**src/rtl/controller_sequencer.sv**
```systemverilog
// SAP-1 controller-sequencer: falling-edge T1..T6 ring counter, halt latch and combinational control-word decode.
// Optional build macro VARIABLE_MACHINE_CYCLE_EN shortens LDA, OUT and undefined opcodes by returning early to T1.
module controller_sequencer #(
    parameter logic [3:0] OP_LDA = 4'h0,
    parameter logic [3:0] OP_ADD = 4'h1,
    parameter logic [3:0] OP_SUB = 4'h2,
    parameter logic [3:0] OP_OUT = 4'hE,
    parameter logic [3:0] OP_HLT = 4'hF
) (
    input  logic       CLK,
    input  logic       CLR,
    input  logic [3:0] instruction,
    output logic [5:0] T_state,
    output logic       C_P,
    output logic       E_P,
    output logic       L_M_bar,
    output logic       C_E_bar,
    output logic       L_I_bar,
    output logic       E_I_bar,
    output logic       L_A_bar,
    output logic       E_A,
    output logic       S_U,
    output logic       E_U,
    output logic       L_B_bar,
    output logic       L_O_bar,
    output logic       HLT
);

    typedef enum logic [5:0] {
        T1 = 6'b000001,
        T2 = 6'b000010,
        T3 = 6'b000100,
        T4 = 6'b001000,
        T5 = 6'b010000,
        T6 = 6'b100000
    } state_t;

    state_t state_q, state_d;
    logic   hlt_q, hlt_d;
    logic   is_lda, is_add, is_sub, is_out, is_hlt;

    assign is_lda = (instruction == OP_LDA);
    assign is_add = (instruction == OP_ADD);
    assign is_sub = (instruction == OP_SUB);
    assign is_out = (instruction == OP_OUT);
    assign is_hlt = (instruction == OP_HLT);

    // Falling-edge update keeps the decoded word stable around the rising edge the datapath uses.
    always_ff @(negedge CLK or posedge CLR) begin
        if (CLR) begin
            state_q <= T1;
            hlt_q   <= 1'b0;
        end else begin
            state_q <= state_d;
            hlt_q   <= hlt_d;
        end
    end

    always_comb begin
        hlt_d = hlt_q;
        case (state_q)
            T1:      state_d = T2;
            T2:      state_d = T3;
            T3:      state_d = T4;
            T4:      state_d = T5;
            T5:      state_d = T6;
            T6:      state_d = T1;
            default: state_d = T1;
        endcase
        if (hlt_q) begin
            state_d = state_q;
        end else if (state_q == T4 && is_hlt) begin
            hlt_d   = 1'b1;
            state_d = T4;
        end
`ifdef VARIABLE_MACHINE_CYCLE_EN
        else if (state_q == T4 && !(is_lda || is_add || is_sub)) begin
            state_d = T1;
        end else if (state_q == T5 && is_lda) begin
            state_d = T1;
        end
`endif
    end

    always_comb begin
        C_P     = 1'b0;
        E_P     = 1'b0;
        L_M_bar = 1'b1;
        C_E_bar = 1'b1;
        L_I_bar = 1'b1;
        E_I_bar = 1'b1;
        L_A_bar = 1'b1;
        E_A     = 1'b0;
        S_U     = 1'b0;
        E_U     = 1'b0;
        L_B_bar = 1'b1;
        L_O_bar = 1'b1;
        if (!hlt_q) begin
            case (state_q)
                T1: begin
                    E_P     = 1'b1;
                    L_M_bar = 1'b0;
                end
                T2: C_P = 1'b1;
                T3: begin
                    C_E_bar = 1'b0;
                    L_I_bar = 1'b0;
                end
                T4: begin
                    if (is_lda || is_add || is_sub) begin
                        E_I_bar = 1'b0;
                        L_M_bar = 1'b0;
                    end else if (is_out) begin
                        E_A     = 1'b1;
                        L_O_bar = 1'b0;
                    end
                end
                T5: begin
                    if (is_lda) begin
                        C_E_bar = 1'b0;
                        L_A_bar = 1'b0;
                    end else if (is_add || is_sub) begin
                        C_E_bar = 1'b0;
                        L_B_bar = 1'b0;
                    end
                end
                T6: begin
                    if (is_add || is_sub) begin
                        E_U     = 1'b1;
                        S_U     = is_sub;
                        L_A_bar = 1'b0;
                    end
                end
                default: ;
            endcase
        end
    end

    assign T_state = state_q;
    assign HLT     = hlt_q;

endmodule

```
**config.mk**
```make
export PLATFORM = sky130hd
export DESIGN_NAME = controller_sequencer
export DESIGN_NICKNAME = d
export VERILOG_FILES = /design/src/rtl/controller_sequencer.sv
export SDC_FILE = /design/constraint.sdc
export NUM_CORES = 1
export LEC_CHECK = 0
export BUFFER_PORTS_ARGS = -buffer_cell sky130_fd_sc_hd__buf_4
export CAP_MARGIN = 5
export CELL_PAD_IN_SITES_DETAIL_PLACEMENT = 1
export CELL_PAD_IN_SITES_GLOBAL_PLACEMENT = 2
export CORE_ASPECT_RATIO = 1.1
export CORE_MARGIN = 1.5
export CORE_UTILIZATION = 25
export CTS_CLUSTER_DIAMETER = 200
export DETAILED_ROUTE_END_ITERATION = 16
export PLACE_DENSITY = 0.84
export RECOVER_POWER = 25
export SYNTH_ARGS = -nofsm -noshare
export SYNTH_HDL_FRONTEND = slang
export SYNTH_SLANG_ARGS = --single-unit
```
**constraint.sdc**
```tcl
create_clock -name CLK -period 3.2 [get_ports CLK]
set_input_delay 0.64 -clock CLK [delete_from_list [all_inputs] [get_ports CLK]]
set_output_delay 0.64 -clock CLK [all_outputs]
set_load 0.01 [all_outputs]
```
# Word level (Yosys, flattened, before mapping)
# Index checks and enable logic that the tools add are counted.
# op_classes
reduce_logical,5
muxes,39
eq_ne,10
# op_table
op,n
$mux W1,34
$pmux W6 S5,1
$eq A4 B4 Y1 const B,2
$eq A6 B1 Y1 const B,1
$eq A6 B2 Y1 const B,1
$eq A6 B3 Y1 const B,1
$eq A6 B4 Y1 const B,1
$eq A6 B5 Y1 const B,1
$eq A6 B6 Y1 const B,1
$mux W6,1
$pmux W1 S2,3
$eq A4 B1 Y1 const B,1
$eq A4 B2 Y1 const B,1
$logic_not A4 Y1,1
$logic_or A1 B1 Y1,3
$logic_and A1 B1 Y1,1
# totals
inputBits,6
reg_bits,7
out_inout_bits,19
word_cells,56

# Longest topological paths before layout
# logic_depth
ltp_word,6
ltp_mapped,4
depth_no_buf,4

==> results.md <==
- Final setup violation count: 20
- Reg-to-Reg Start: T_state[0]$_DFFE_NP1N_
- Post-synthesis cell type count: 32
- Crit-path max FO: 3
- Core area: 1999 um2
- Dpl cell area: 883.3 um2
- Hold Buf Count CTS: 0
- Post-Synthesis Cells: 66
- GPL Wtd Cong: 0.7771
- Port buffer count: 24
- Crit path DAT: 3.57 ns
- Synthesized area: 531.8 um2
- Global route overflow: 0
- WP data required: 2.56 ns
- CTS tree: built
- Lkg Pwr: 0.0006263 uW
- Initial antenna violation count: 0
- Pin count of the biggest net entering global routing: 18
- Die Height: 51.37 um
- Clock Tree Buf Depth: 2
- Wirelength per Cell: 19.96 um
- First-pass GRT wire length: 4830 um
- Initial Utilization: 26.60%
- CTS buffer count: 3
- Crit end category: output pin
- Asr flop ratio synth: 100.0%
- Most frequent cells in the layout: buf_4, buf_6, nand2_1
- Fin Hold WS: 0.6316 ns
- Sequential share of power: 16.1%
- Commonest non-fill, non-tap cell in the layout: buf_4
- Root Buffer: clkbuf_4
- Worst Hold Endpoint: T_state[2]$_DFFE_NP0N_
- HP Class: register to register
- Share of cells above drive strength 1: 69.01%
- Drc violations: 0
- CTS clk-pin slew, worst paths: 0.05 ns
- Final HPWL from detailed placement: 1418 um
- CTS sink cnt: 7
- Run status: finished with violations
- Setup TNS: -11.60 ns
- Die extent in x: 46.98 um
- Int Power: 505.0 uW
- Register area share after synthesis: 33.18%
- Sw Ratio: 40.72%
- Die area: 2413 um2
- Placed instance count: 132
- Antenna viol nets, final: 0
- Yosys warns: 0
- Post-Layout Cell Count: 170
- Max-cap violations: 0
- Reg2reg setup slack: -0.96 ns
- Comb pwr share: 73.0%
- Critical Path Start Type: register
- Clk_lat worst skew: 0.32 ns
- Failing checks: negative setup slack
- Hold Fails Final Rpt: 0
- R2R Path End: T_state[5]$_DFFE_NP0N_
- Post-Syn Nets: 72
- Clk network pwr share: 11.0%
- Fin. max-slew vios: 0
- RSZ-0062 raised after global routing: true
- Syn Area/Cell: 8.057 um2
- Worst Setup Slack, final: -1.007 ns
- # rows: 17
- Prevailing post-synth register cell: dfrtn_1
- Number of global-route vias before repair: 898
- Layout Skew: 0.04633 ns
- EDFF count, synth: 0
- Startpoint of the worst hold path: T_state[2]$_DFFE_NP0N_
- FF+latch count, synth: 7
- Hold depth: 2
- VDD IR max: 471.1 uV
- H-tree levels: 1
- Layout area overhead: 153.6%
- Vias: 876
- I/O Pins: 25
- N_diodes: 0
- Detailed-route wire length: 3394 um
- Worst Reg-to-Reg Cells: 29
- Initial DRC Count: 4
- Vias/cell: 5.153
- Non-Filler Cell Area, Final: 1349 um2
- WS Path Type: register to output pin
- Gr usage total: 30.98%
- Fin nets: 149
- Tightest Pin Transition: 0.6448 ns
- DR pass1 iterations: 4
- Switching power: 346.9 uW
- P per Cell Area: 631.6 nW/um2
- Slew HR: 56.62%
==> cells by family after synthesis <==
kind of cell	count (synthesis)	synth area share [%]
multiplexers	1	1.882
buffers and inverters	5	4.235
XOR/XNOR	1	1.647
flip-flops	7	33.18
AND/OR/NAND/NOR	39	42.59
AO/OA/AOI/OAI	13	16.47
==> critical path: stages (launching register included) <==
cell and delay (ns):
dfstp_2 0.36, or4_4 0.53, or3b_4 0.40, or2_4 0.24, buf_6 0.12
==> stage by stage <==
step	worst slack, ns	power [uW]	utilization, %
after global routing	-1.074	889.4	67.46
after CTS	-0.9715	766.4	63.27
final	-1.007	851.9	67.46
after global placement	-0.6727	518.0	44.18
after floorplan	-0.7044	322.4	-
after detailed placement	-0.6948	525.1	44.18
==> worst max-delay path by stage <==
stage / depth (start not counted) / to / slack [ns] / start
finish: 4 / L_I_bar / -1.01 / T_state[0]$_DFFE_NP1N_
global route: 5 / L_O_bar / -1.07 / T_state[3]$_DFFE_NP0N_
CTS: 5 / L_O_bar / -0.97 / T_state[3]$_DFFE_NP0N_
detailed placement: 4 / L_I_bar / -0.69 / T_state[5]$_DFFE_NP0N_
global placement: 4 / L_I_bar / -0.67 / T_state[0]$_DFFE_NP1N_
floorplan: 4 / L_O_bar / -0.70 / T_state[3]$_DFFE_NP0N_
==> sequential cells by signal (all words and copies together) (netlist names) <==
signal,count
HLT,1
T_state,6
==> final cells by class <==
class	count	area, um2
Clock inverter	2	7.507
Tap cell	28	35.03
Fill cell	243	650.6
Timing Repair Buffer	74	654.4
Multi-Input combinational cell	54	445.4
Sequential cell	7	176.4
Clock buffer	3	22.52
Inverter	2	7.507
==> power groups by stage <==
stage               registers, uW  logic [uW]  clock network (uW)
global route                  138         650                 102
CTS                           136         543                87.2
global placement              133         381                3.91
floorplan                     168         150                3.91
detailed placement            135         386                3.91
finish                        137         622                93.5
==> what timing repair did <==
action	in CTS	in global routing
endpoints found under the setup margin	17	20
buffers inserted	30	6
gates resized for setup	34	13
pin swaps	7	6
==> layer usage <==
| metal | wire (um) | track usage, % |
|---|---|---|
| met5 | 0 | 0 |
| met4 | 191 | 21.76 |
| met3 | 164 | 3.887 |
| met2 | 1702 | 52.05 |
| met1 | 1335 | 34.27 |
==> synthesized netlist by cell type, drive strengths merged (2+ instances only) <==
master | instances | area [um2]
nand2 | 10 | 37.54
inv | 3 | 11.26
nor2 | 5 | 18.77
o21ai | 5 | 25.02
nor4 | 3 | 25.02
or2 | 3 | 18.77
nor3 | 2 | 10.01
a21o | 4 | 31.28
nand2b | 2 | 12.51
nor2b | 5 | 31.28
dfrtn | 6 | 150.1
No activity file was read; power rests on OpenSTA's default activity.
